==> config.mk <==
export PLATFORM = sky130hd
export DESIGN_NAME = coax_rx_bit_timer_flat
export DESIGN_NICKNAME = d
export VERILOG_FILES = /design/src/rtl/coax_rx_bit_timer_if.sv /design/src/rtl/coax_rx_bit_timer.sv /design/src/flat_wrapper.sv
export SDC_FILE = /design/constraint.sdc
export NUM_CORES = 1
export LEC_CHECK = 0
export BUFFER_PORTS_ARGS = -buffer_cell sky130_fd_sc_hd__buf_2
export CORE_MARGIN = 4
export CORE_UTILIZATION = 45
export CTS_CLUSTER_DIAMETER = 80
export CTS_CLUSTER_SIZE = 10
export DETAILED_ROUTE_END_ITERATION = 10
export MAX_ROUTING_LAYER = met4
export PLACE_DENSITY = 0.66
export SYNTH_ARGS = -nofsm -noshare
export SYNTH_HDL_FRONTEND = slang
export SYNTH_SLANG_ARGS = --single-unit
export TNS_END_PERCENT = 1
==> constraint.sdc <==
create_clock -name clk -period 2.68 [get_ports clk]
set_input_delay 0.804 -clock clk [delete_from_list [all_inputs] [get_ports clk]]
set_output_delay 0.804 -clock clk [all_outputs]
set_load 0.005 [all_outputs]
==> src/rtl/coax_rx_bit_timer_if.sv <==
// Coax RX line and restart control in; recovered bit timing strobes out.
// slave = bit timer side, master = line driver / word deserializer side.
interface coax_rx_bit_timer_if;
  logic rx;
  logic clear;
  logic locked;
  logic first_sample;
  logic second_sample;
  logic bit_strobe;
  logic bit_value;
  logic error;

  modport slave (
    input  rx, clear,
    output locked, first_sample, second_sample, bit_strobe, bit_value, error
  );

  modport master (
    output rx, clear,
    input  locked, first_sample, second_sample, bit_strobe, bit_value, error
  );
endinterface

==> src/rtl/coax_rx_bit_timer.sv <==
// Biphase coax RX bit timer: locks on first edge, resyncs on mid-bit edges (COAX_RX_BIT_TIMER_DEGLITCH_EN adds a 2-sample rx filter).
// Latency: edge acts on the next cycle's count (+1 clk with the filter); strobes decode from registered state.
// Backpressure: none; strobes free-run while locked, clear restarts to IDLE on the next cycle.
module coax_rx_bit_timer #(
  parameter int CLOCKS_PER_BIT = 8,
  parameter int TOLERANCE      = 1
) (
  input  logic               clk,
  input  logic               reset_n,
  coax_rx_bit_timer_if.slave bus
);

  localparam int HALF    = CLOCKS_PER_BIT / 2;
  localparam int QUARTER = CLOCKS_PER_BIT / 4;
  localparam int CW      = $clog2(CLOCKS_PER_BIT);

  localparam logic [CW-1:0] C_QTR    = CW'(QUARTER);
  localparam logic [CW-1:0] C_3QTR   = CW'(3 * QUARTER);
  localparam logic [CW-1:0] C_LAST   = CW'(CLOCKS_PER_BIT - 1);
  localparam logic [CW-1:0] C_RESYNC = CW'(HALF + 1);
  localparam logic [CW-1:0] C_WIN_LO = CW'(HALF - TOLERANCE);
  localparam logic [CW-1:0] C_WIN_HI = CW'(HALF + TOLERANCE);
  localparam logic [CW-1:0] C_BND_LO = CW'(TOLERANCE);
  localparam logic [CW-1:0] C_BND_HI = CW'(CLOCKS_PER_BIT - TOLERANCE);

  typedef enum logic {S_IDLE = 1'b0, S_LOCKED = 1'b1} state_t;

  state_t        r_state, w_state_nxt;
  logic [CW-1:0] r_cnt, w_cnt_nxt, w_cnt_adv;
  logic          r_primed, w_primed_nxt;
  logic          r_mid_seen, w_mid_nxt;
  logic          r_block, w_block_nxt;
  logic          r_prev_valid, r_rx_prev, r_bit_value;
  logic          w_rx, w_edge, w_in_win, w_at_bnd, w_error, w_strobe_en;

`ifdef COAX_RX_BIT_TIMER_DEGLITCH_EN
  logic r_rx_filt, r_pend;

  // First sample after reset seeds the filter so a static line is not seen as an edge.
  assign w_rx = !r_prev_valid ? bus.rx
              : ((bus.rx != r_rx_filt) && r_pend) ? bus.rx : r_rx_filt;

  always_ff @(posedge clk or negedge reset_n) begin
    if (!reset_n) begin
      r_rx_filt <= 1'b0;
      r_pend    <= 1'b0;
    end else begin
      r_rx_filt <= w_rx;
      r_pend    <= (bus.rx != w_rx);
    end
  end
`else
  assign w_rx = bus.rx;
`endif

  assign w_edge    = r_prev_valid & (w_rx ^ r_rx_prev);
  assign w_in_win  = (r_cnt >= C_WIN_LO) && (r_cnt <= C_WIN_HI);
  assign w_at_bnd  = (r_cnt <= C_BND_LO) || (r_cnt >= C_BND_HI);
  assign w_cnt_adv = (r_cnt == C_LAST) ? '0 : r_cnt + CW'(1);

  always_ff @(posedge clk or negedge reset_n) begin
    if (!reset_n) begin
      r_state      <= S_IDLE;
      r_cnt        <= '0;
      r_primed     <= 1'b0;
      r_mid_seen   <= 1'b0;
      r_block      <= 1'b0;
      r_prev_valid <= 1'b0;
      r_rx_prev    <= 1'b0;
      r_bit_value  <= 1'b0;
    end else begin
      r_state      <= w_state_nxt;
      r_cnt        <= w_cnt_nxt;
      r_primed     <= w_primed_nxt;
      r_mid_seen   <= w_mid_nxt;
      r_block      <= w_block_nxt;
      r_prev_valid <= 1'b1;
      r_rx_prev    <= w_rx;
      if (bus.first_sample) begin
        r_bit_value <= w_rx;
      end
    end
  end

  always_comb begin
    w_state_nxt  = r_state;
    w_cnt_nxt    = r_cnt;
    w_primed_nxt = r_primed;
    w_mid_nxt    = r_mid_seen;
    w_block_nxt  = 1'b0;
    w_error      = 1'b0;
    case (r_state)
      S_IDLE: begin
        w_cnt_nxt    = '0;
        w_primed_nxt = 1'b0;
        w_mid_nxt    = 1'b0;
        // The first edge seen is treated as a mid-bit edge.
        if (w_edge && !bus.clear && !r_block) begin
          w_state_nxt = S_LOCKED;
          w_cnt_nxt   = C_RESYNC;
          w_mid_nxt   = 1'b1;
        end
      end
      S_LOCKED: begin
        if (bus.clear) begin
          w_state_nxt  = S_IDLE;
          w_cnt_nxt    = '0;
          w_primed_nxt = 1'b0;
          w_mid_nxt    = 1'b0;
        end else if (w_edge && w_in_win) begin
          w_cnt_nxt = C_RESYNC;
          w_mid_nxt = 1'b1;
        end else if ((w_edge && !w_at_bnd) ||
                     (!w_edge && !r_mid_seen && (r_cnt == C_WIN_HI))) begin
          w_error      = 1'b1;
          w_state_nxt  = S_IDLE;
          w_cnt_nxt    = '0;
          w_primed_nxt = 1'b0;
          w_mid_nxt    = 1'b0;
          w_block_nxt  = 1'b1;
        end else begin
          w_cnt_nxt = w_cnt_adv;
          if (r_cnt == C_LAST) begin
            w_primed_nxt = 1'b1;
            w_mid_nxt    = 1'b0;
          end
        end
      end
      default: begin
        w_state_nxt = S_IDLE;
        w_cnt_nxt   = '0;
      end
    endcase
  end

  always_comb begin
    w_strobe_en       = (r_state == S_LOCKED) && r_primed;
    bus.locked        = (r_state == S_LOCKED);
    bus.first_sample  = w_strobe_en && (r_cnt == C_QTR);
    bus.second_sample = w_strobe_en && (r_cnt == C_3QTR);
    bus.bit_strobe    = w_strobe_en && (r_cnt == C_LAST);
    bus.bit_value     = r_bit_value;
    bus.error         = w_error;
  end

endmodule

==> src/flat_wrapper.sv <==
// flat-port wrapper written by rule: the top's interface ports become plain ports
module coax_rx_bit_timer_flat 
#(
  parameter int CLOCKS_PER_BIT = 8,
  parameter int TOLERANCE      = 1
)
  (clk, reset_n, bus_rx, bus_clear, bus_locked, bus_first_sample, bus_second_sample, bus_bit_strobe, bus_bit_value, bus_error);
  coax_rx_bit_timer_if bus_i ();
  input  logic clk;
  input  logic reset_n;
  input wire logic [$bits(bus_i.rx)-1:0] bus_rx;
  input wire logic [$bits(bus_i.clear)-1:0] bus_clear;
  output wire logic [$bits(bus_i.locked)-1:0] bus_locked;
  output wire logic [$bits(bus_i.first_sample)-1:0] bus_first_sample;
  output wire logic [$bits(bus_i.second_sample)-1:0] bus_second_sample;
  output wire logic [$bits(bus_i.bit_strobe)-1:0] bus_bit_strobe;
  output wire logic [$bits(bus_i.bit_value)-1:0] bus_bit_value;
  output wire logic [$bits(bus_i.error)-1:0] bus_error;
  assign bus_i.rx = bus_rx;
  assign bus_i.clear = bus_clear;
  assign bus_locked = bus_i.locked;
  assign bus_first_sample = bus_i.first_sample;
  assign bus_second_sample = bus_i.second_sample;
  assign bus_bit_strobe = bus_i.bit_strobe;
  assign bus_bit_value = bus_i.bit_value;
  assign bus_error = bus_i.error;
  coax_rx_bit_timer #(.CLOCKS_PER_BIT(CLOCKS_PER_BIT), .TOLERANCE(TOLERANCE)) u_core (.clk(clk), .reset_n(reset_n), .bus(bus_i));
endmodule
==> results of run 1 <==
## sequential cells by signal (all words and copies together) (netlist names)
signal	flops
u_core.r_prev_valid	1
u_core.r_mid_seen	1
u_core.r_primed	1
u_core.r_cnt	3
u_core.r_rx_prev	1
u_core.bus.bit_value	1
u_core.r_block	1
u_core.bus.locked	1
## per-stage QoR
stage	total power [W]	cells	area (um^2)
2_1_floorplan	0.000209	59	614
3_3_place_gp	0.000230	87	708
3_5_place_dp	0.000231	87	708
4_1_cts	0.000335	90	761
5_1_grt	0.000358	91	807
6_report	0.000334	91	807
## worst max-delay path: cells and delay by family, from the launching register on
| family | cells | cell delay [ns] |
|---|---|---|
| compound gates | 2 | 0.35 |
| fa+ha+maj | 1 | 0.19 |
| buf+inv | 3 | 0.39 |
| flops | 1 | 0.40 |
| simple gates | 2 | 0.24 |
## power by group
| part | switching [W] | leakage, nW | total [W] | internal (W) |
|---|---|---|---|---|
| registers | 0.00000990 | 0.131 | 0.000169 | 0.000159 |
| logic | 0.0000396 | 0.221 | 0.0000714 | 0.0000318 |
| clock network | 0.0000424 | 0.0138 | 0.0000938 | 0.0000514 |
## placed cells by master (no fill, tap or decap), types with 2 or more instances in the layout
cell,instances
ha_4,4
o21ai_2,2
buf_4,5
a211oi_2,2
inv_1,3
nor2_1,7
nand2b_1,3
dfrtp_1,9
nand3_1,2
clkbuf_4,3
buf_2,9
nand2_1,4
## layout make-up
class | instances | share of cell area (%)
clock buffer | 3 | 2.79
inverter | 4 | 1.86
multi-input combinational | 45 | 51.6
sequential | 10 | 31.2
tap | 15 | 2.33
timing repair buffer | 14 | 10.2
## cell families after synthesis
kind of cell | Yosys count
compound gates | 15
xor+xnor | 2
fa+ha+maj | 6
buf+inv | 4
flops | 10
mux | 1
other cells | 1
simple gates | 20
## layer usage
metal	track usage [%]	vias up	share of wire, %
met4	10.5	0	1.3
met3	5.18	2	4.7
met1	18.6	237	42
met2	21.2	13	51
li1	-	243	-
met5	-	-	0
## timing repair
action / in CTS / in global routing
hold buffers: 0 / 0
setup endpoints to repair: 1 / 1
resized for setup: 5 / 7
pin swaps: 0 / 4
buffers inserted: 0 / 1
## path summary, 6_finish.rpt
| check | to | slack (ns) |
|---|---|---|
| max in group asynchronous | u_core.r_cnt[2] | 2.08 |
| min in group clk | u_core.bus.bit_value | 0.51 |
| setup reg to reg | u_core.bus.locked | 1.00 |
| hold reg to reg | u_core.bus.bit_value | 0.51 |
| hold / removal | u_core.bus.bit_value | 0.40 |
| setup / recovery | bus_error | 0.05 |
==> run summary, run 1 <==
FP Rows = 13
Hold slack = 0.398 ns
Fin. max-slew vios = 0
Grt total ovfl = 0
Dpl hpwl = 968 um
Ratio of cells with drive above 1 in the final layout = 43.4%
Longest Clk Path Bufs = 2
Outcome = finished clean
Hold crit path type = in -> async
Number of I/O pins = 10
RR Startpoint = u_core.r_cnt[1]
Top cell type's share of synthesized area = 40.7%
Syn_nets = 68
First-pass GRT wire length = 2.14 mm
Post-route ant nets = 0
Top cell types by occurrence after synthesis = 10 x dfrtp_1, 7 x nor2_1, 5 x ha_1
Setup skew after layout = 0.00622 ns
Post-synth EDFFs = 0
Die height = 45.0 um
Die area = 2020 um^2
Worst IR Drop VDD = 0.000296 V
Top post-synthesis cells by area = dfrtp_1 41%, ha_1 10%, nor2_1 4.3%, nand2b_1 3.1%, o21ai_2 2.9%
CTS root buffer = clkbuf_4
GP Congestion = 0.834
Sink Count = 10
Most common cell in the netlist = dfrtp_1
Register bit total from synthesis = 10
Fin. Hold Viols = 0
Largest net degree at the start of global routing = 11
Post-Synth XOR/XNOR Area = 4.07%
Crit Path Class = reg -> out
Max-cap violation count = 0
Filler cells = 111
Ys async rst share = 100%
Worst Setup SP = u_core.r_cnt[1]
# setup viols final = 0
Initial antenna violation count = 0
Worst setup EP type = primary output
Core Area = 1300 um^2
Total CTS buffers = 3
Seq/Total Area, Yosys = 40.7%
Synthesized area = 614 um^2
CTS tree = done
Mapped Cells = 59
Crit Path Max Fanout = 7
Final setup TNS = 0 ns
Data arrival, critical path = 1.82 ns
Initial Utilization = 47.2%
Drt wl/cell = 14.2 um
CP max stage cell = dfrtp_1
Simple-gate area share of the yosys netlist = 15.9%
First DRT Iteration DRCs = 6
Largest family of logic cells by synthesized area = compound AO/OA/AOI/OAI gates
Multi-input gate area = 417 um^2
Worst setup margin = 0.0511 ns
H-Tree Depth = 1
DIE WIDTH = 45.0 um
Reg clk slew, reported paths = 0.06 ns
R2R depth = 8
Drt drc = 0
Power per cell area = 414 nW/um^2
Diode count = 0
Via count = 495
Final #Nets = 87
Critical path cell sequence = buf_4 -> inv_2 -> ha_4 -> nand2_1 -> a211oi_2 -> a31oi_1 -> nor2_1 -> buf_2
Area share of fa/ha/maj cells after synthesis = 12.0%
Max incr delay on CP = 0.40 ns
DR pass1 iterations = 4
WP data required = 1.88 ns
Area leader, netlist = dfrtp_1
Vias in the first global route = 501
Fmax = 380 MHz
LEAKAGE = 0.366 nW
Register area = 251 um^2
Total track usage = 15.3%
Syn Area/Cell = 10.4 um^2
Compound-Gate Fraction of Synth Area = 22.4%
Top_reg_cell synth = dfrtp_1
Port bufs = 9
Tcrit/Tclk final = 98.1%
Final min period = 2.63 ns
Post-detailed-routing wire length = 1.29 mm
DR vias/cell = 5.44
Distinct cell type count after synthesis = 30
Post-synthesis mux area share = 1.83%
Area delta synth->final = 31.4%
Worst-skew pair later-pin latency = 0.25 ns
Startpoint class of the critical path = flop
Pre-CTS WS = 0.122 ns
Final Util = 62.0%
YS warnings = 0
Note: power is estimated with default switching activity, not from simulation.
==> run 2: changes to the inputs <==
--- a/config.mk
+++ b/config.mk
@@ -5,14 +5,13 @@
 export SDC_FILE = /design/constraint.sdc
 export NUM_CORES = 1
 export LEC_CHECK = 0
-export BUFFER_PORTS_ARGS = -buffer_cell sky130_fd_sc_hd__buf_2
 export CORE_MARGIN = 4
 export CORE_UTILIZATION = 45
 export CTS_CLUSTER_DIAMETER = 80
 export CTS_CLUSTER_SIZE = 10
 export DETAILED_ROUTE_END_ITERATION = 10
+export DONT_BUFFER_PORTS = 1
 export MAX_ROUTING_LAYER = met4
-export PLACE_DENSITY = 0.66
 export SYNTH_ARGS = -nofsm -noshare
 export SYNTH_HDL_FRONTEND = slang
 export SYNTH_SLANG_ARGS = --single-unit
==> constraint.sdc (replaced) <==
create_clock -name clk -period 3 [get_ports clk]
set_input_delay 0.9 -clock clk [delete_from_list [all_inputs] [get_ports clk]]
set_output_delay 0.9 -clock clk [all_outputs]
set_load 0.005 [all_outputs]
==> run summary, run 2 (synthesis gave the netlist of run 1 again) <==
Post-Place Cells = 74 (-15%)
Hold slack = 0.333 ns (-0.0648 ns)
Critical path cell sequence = ha_1 -> ha_1 -> a2111oi_2 -> a31oi_1 -> nor2_1
Max incr delay on CP = 0.47 ns (+0.07 ns)
Post-detailed-routing wire length = 1.07 mm (-17%)
Initial Utilization = 47.2% (unchanged)
Max-cap violation count = 0 (unchanged)
CP max stage cell = dfrtp_1
RSZ-0062 raised after global routing = no
GP Congestion = 0.799 (-4.2%)
Diode count = 0 (unchanged)
Fin. Hold Viols = 0 (unchanged)
Vias in the first global route = 457 (-8.8%)
H-Tree Depth = 1 (unchanged)
Fin. max-slew vios = 0 (unchanged)
Reg clk slew, reported paths = 0.06 ns (about the same)
Final Util = 51.4% (-11 points)
Fmax = 353 MHz
Outcome = finished clean
Overall Power = 0.000308 W (-7.7%)
DR vias/cell = 5.67 (+4.2%)
Final #Nets = 73 (-16%)
Most used cell, CP = ha_1
Port bufs = 0 (-9)
Sink Count = 10 (unchanged)
Number of I/O pins = 10 (unchanged)
Grt total ovfl = 0 (unchanged)
DR top layer = met4
RR Endpoint = u_core.r_cnt[0]
Die height = 45.0 um (unchanged)
CTS root buffer = clkbuf_4
Post-CTS resize count = 0 (-5)
Length of routed met3 wiring = 27 um (-55%)
Most frequent cells in the layout = 10 x dfrtp_1, 7 x nor2_1, 5 x ha_1
CTS Hold Bufs = 0 (unchanged)
Ratio of cells with drive above 1 in the final layout = 20.6% (-23 points)
LEAKAGE = 0.305 nW (-17%)
Total CTS buffers = 3 (unchanged)
RR Startpoint = u_core.r_cnt[0]
Post-route ant nets = 0 (unchanged)
Final min period = 2.84 ns
Core Area = 1300 um^2 (unchanged)
Via count = 442 (-11%)
Commonest non-fill, non-tap cell in the layout = dfrtp_1
Cell family with most CP delay = compound AO/OA/AOI/OAI gates
Reg with most FFs = u_core.r_cnt
Drt wl/cell = 13.8 um (-2.9%)
CTS tree = done
Setup skew after layout = 0.00233 ns (-0.00390 ns)
Area delta synth->final = 8.96%
Wl on met1 = 507 um (-7.5%)
Final setup TNS = 0 ns (unchanged)
Data arrival, critical path = 1.94 ns (+0.12 ns)
Worst IR Drop VDD = 0.000289 V (-2.3%)
Number of flip-flops in the largest register = 3 (unchanged)
First-pass GRT wire length = 1.97 mm (-8.1%)
Hold crit path type = in -> async
# setup viols final = 0 (unchanged)
Internal reg-to-reg setup slack = 1.14 ns (+0.14 ns)
Crit Path Max Fanout = 8 (+1)
Met2 wire len = 514 um (-23%)
First DRT Iteration DRCs = 0 (-6)
Drt drc = 0 (unchanged)
DR pass1 iterations = 1 (-3)
Startpoint class of the critical path = flop
Worst setup EP type = primary output
Die area = 2020 um^2 (unchanged)
Dpl hpwl = 890 um (-8.1%)
R2R depth = 6 (-2)
FP Rows = 13 (unchanged)
Initial antenna violation count = 0 (unchanged)
DIE WIDTH = 45.0 um (unchanged)
Layout Cells excl Fill = 78 (-14%)
Setup Fix Bufs, Post-CTS = 0 (unchanged)
Largest net degree at the start of global routing = 11 (unchanged)
Power per cell area = 460 nW/um^2 (+11%)
Worst path bufs/invs = 0 (-3)
Total track usage = 13.5% (-1.8 points)
Tcrit/Tclk final = 94.5%
Worst-skew pair later-pin latency = 0.25 ns (about the same)
WP data required = 2.10 ns (+0.22 ns)
Crit Path Class = reg -> out
Longest Clk Path Bufs = 2 (unchanged)
==> run 2: layout make-up <==
cell class / instances / area (um^2)
fill: 124 / 632
clock buffer: 4 / 36.3
tap: 15 / 18.8
multi-input combinational: 45 / 349
inverter: 4 / 15.0
sequential: 10 / 250
==> run 2: layer usage <==
| layer | global-route usage, % | vias up |
|---|---|---|
| met5 | - | - |
| met4 | 8.77 | 0 |
| met3 | 1.99 | 4 |
| met2 | 18.6 | 4 |
| met1 | 18.2 | 212 |
| li1 | - | 222 |
==> run 2: worst max path at each step <==
stage | cells after the start | startpoint | endpoint
after floorplan | 4 | bus_rx | bus_error
after global placement | 4 | bus_rx | bus_error
after detailed placement | 4 | bus_rx | bus_error
after CTS | 5 | u_core.r_cnt[0] | bus_error
after global routing | 5 | u_core.r_cnt[0] | bus_error
final | 5 | u_core.r_cnt[0] | bus_error
==> run 2: report_power, final <==
group	total (W)	internal (W)	switching, W
sequential	0.000152	0.000141	0.0000102
combinational	0.0000404	0.0000177	0.0000227
clock	0.000116	0.0000735	0.0000425
total	0.000308	0.000233	0.0000754
==> run 2: stage by stage <==
step / setup slack, ns / cell area [um^2]
finish: 0.165 / 669
global route: 0.0365 / 669
CTS: 0.145 / 669
detailed placement: 0.413 / 633
global placement: 0.406 / 633
floorplan: 0.518 / 614
==> run 2: worst register-to-register path: cells and delay by family, from the launching register on <==
family / cells / cell delay [ns]
compound gates: 4 / 0.76
fa+ha+maj: 2 / 0.51
flops: 1 / 0.47
==> run 3: changes to the inputs <==
--- a/config.mk
+++ b/config.mk
@@ -5,13 +5,14 @@
 export SDC_FILE = /design/constraint.sdc
 export NUM_CORES = 1
 export LEC_CHECK = 0
-export CORE_MARGIN = 4
+export CORE_MARGIN = 2
 export CORE_UTILIZATION = 45
 export CTS_CLUSTER_DIAMETER = 80
 export CTS_CLUSTER_SIZE = 10
 export DETAILED_ROUTE_END_ITERATION = 10
 export DONT_BUFFER_PORTS = 1
 export MAX_ROUTING_LAYER = met4
+export SLEW_MARGIN = 10
 export SYNTH_ARGS = -nofsm -noshare
 export SYNTH_HDL_FRONTEND = slang
 export SYNTH_SLANG_ARGS = --single-unit
==> constraint.sdc (replaced) <==
create_clock -name clk -period 2.7 [get_ports clk]
set_input_delay 0.81 -clock clk [delete_from_list [all_inputs] [get_ports clk]]
set_output_delay 0.81 -clock clk [all_outputs]
set_load 0.005 [all_outputs]
==> run summary, run 3 (synthesis gave the netlist of run 1 again) <==
Overall Power = 0.000321 W (+4.1%)
Most used cell, CP = ha_1
Worst Setup SP = u_core.r_cnt[1]
Crit Path Class = reg -> out
Die area = 1680 um^2 (-17%)
Total CTS buffers = 3 (unchanged)
Sw Pwr = 0.0000851 W (+13%)
Reg clk slew, reported paths = 0.06 ns (about the same)
First-pass GRT wire length = 1.83 mm (-7.0%)
Tcrit/Tclk final = 95.3%
WP data required = 1.89 ns (-0.21 ns)
GP Congestion = 0.856 (+7.1%)
CTS Hold Bufs = 0 (unchanged)
Layout Cells excl Fill = 81 (+3.8%)
# setup viols final = 0 (unchanged)
Most frequent cells in the layout = 9 x dfrtp_1, 7 x nor2_1
Final setup TNS = 0 ns (unchanged)
Power per cell area = 454 nW/um^2 (-1.4%)
Crit Path Max Fanout = 5 (-3)
Vias in the first global route = 403 (-12%)
Via count = 472 (+6.8%)
Seq pwr share = 51.4% (+2.2 points)
Dpl hpwl = 935 um (+5.1%)
Internal reg-to-reg setup slack = 0.93 ns (-0.21 ns)
Setup skew after layout = 0.00162 ns (-0.000709 ns)
Longest Clk Path Bufs = 2 (unchanged)
Drt drc = 0 (unchanged)
Data arrival, critical path = 1.76 ns (-0.18 ns)
CP max stage cell = dfrtp_2
H-Tree Depth = 1 (unchanged)
DR vias/cell = 5.83 (+2.8%)
Final #Nets = 77 (+5.5%)
Hold crit path type = in -> async
Ratio of cells with drive above 1 in the final layout = 28.8% (+8.2 points)
Worst setup margin = 0.127 ns (-0.0379 ns)
RR Startpoint = u_core.r_cnt[1]
Worst IR Drop VDD = 0.000318 V (+9.9%)
Combinational share of power = 19.5% (+6.4 points)
DR pass1 iterations = 4 (+3)
Pre-CTS WS = 0.223 ns (-0.190 ns)
Initial antenna violation count = 0 (unchanged)
CTS tree = done
First DRT Iteration DRCs = 11 (+11)
Fin. max-slew vios = 0 (unchanged)
Initial Utilization = 47.8% (+0.60 points)
Number of I/O pins = 10 (unchanged)
Core Area = 1280 um^2 (-1.3%)
Filler cells = 123 (-0.81%)
Reg with most FFs = u_core.r_cnt
Area delta synth->final = 15.1%
Grt total ovfl = 0 (unchanged)
Final min period = 2.57 ns
Worst setup EP type = primary output
Sink Count = 10 (unchanged)
Critical path cell sequence = ha_1 -> ha_1 -> a2111oi_4 -> a31oi_1 -> nor2_1
Die height = 41.0 um (-8.9%)
Multi-input gate area = 369 um^2 (+5.7%)
Switch share = 26.5% (+2.0 points)
LEAKAGE = 0.318 nW (+4.3%)
Post-route ant nets = 0 (unchanged)
Max-cap violation count = 0 (unchanged)
P_int = 0.000236 W (+1.3%)
Post-Place Cells = 77 (+4.1%)
RSZ-0062 raised after global routing = no
Drt wl/cell = 15.8 um (+15%)
Largest net degree at the start of global routing = 11 (unchanged)
Max incr delay on CP = 0.40 ns (-0.07 ns)
FP Rows = 13 (unchanged)
Worst-skew pair later-pin latency = 0.25 ns (about the same)
Startpoint class of the critical path = flop
Register area = 251 um^2 (+0.50%)
Diode count = 0 (unchanged)
Commonest non-fill, non-tap cell in the layout = dfrtp_1
Fin. Hold Viols = 0 (unchanged)
Port bufs = 0 (unchanged)
Outcome = finished clean
Total track usage = 18.3% (+4.7 points)
Fmax = 389 MHz
Hold slack = 0.250 ns (-0.0823 ns)
CTS root buffer = clkbuf_4
Number of flip-flops in the largest register = 3 (unchanged)
DIE WIDTH = 41.0 um (-8.9%)
Clk pwr share = 29.1% (-8.5 points)
Post-detailed-routing wire length = 1.28 mm (+19%)
-- run 3: changes by cell type in the layout (fill, tap and decap cells not counted), sizes merged --
cell / before / now
buf: 0 / 4
clkbuf: 4 / 3
-- run 3: final timing paths --
check | end | cells past startpoint
setup / recovery | bus_error | 5
hold / removal | u_core.bus.bit_value | 0
setup reg to reg | u_core.r_cnt[0] | 7
hold reg to reg | u_core.bus.bit_value | 1
max in group asynchronous | u_core.r_cnt[1] | 0
min in group clk | u_core.bus.bit_value | 1
-- run 3: timing repair --
action                                  CTS  global route
resized for setup                         1             3
pin swaps                                 1             2
setup buffers                             1             0
endpoints found under the setup margin    1             1
gates cloned                              0             0
-- run 3: worst max-delay path: cells and delay by family (launching register included) --
kind,cells,cell delay (ns)
AND/OR/NAND/NOR,1,0.18
flip-flops,1,0.40
adder cells (fa/ha/maj),2,0.50
AO/OA/AOI/OAI,2,0.44
-- run 3: power groups by stage --
stage / registers [W] / logic, W / clock network [W]
2_1_floorplan: 0.000169 / 0.0000381 / 0
3_3_place_gp: 0.000168 / 0.0000568 / 0
3_5_place_dp: 0.000167 / 0.0000563 / 0
4_1_cts: 0.000164 / 0.0000579 / 0.0000977
5_1_grt: 0.000166 / 0.0000688 / 0.000105
6_report: 0.000165 / 0.0000626 / 0.0000932
-- run 3: final cells by class --
cell class	count	area share [%]
flip-flops and latches	10	35.6
clock buffers	3	3.19
well taps	15	2.65
repair buffers	4	4.25
multi-input cells	45	52.2
inverters	4	2.12
-- run 3: through the flow --
step,cell area (um^2),util (%)
floorplan,614,-
global placement,656,51.0
detailed placement,656,51.0
CTS,687,53.5
global route,707,55.0
finish,707,55.0
-- run 3: layer usage --
metal	track usage (%)	up-vias	share of wire, %
li1	-	228	-
met1	24.6	238	47
met2	25.4	4	49
met3	3.80	2	2.8
met4	10.0	0	1.1
met5	-	-	0
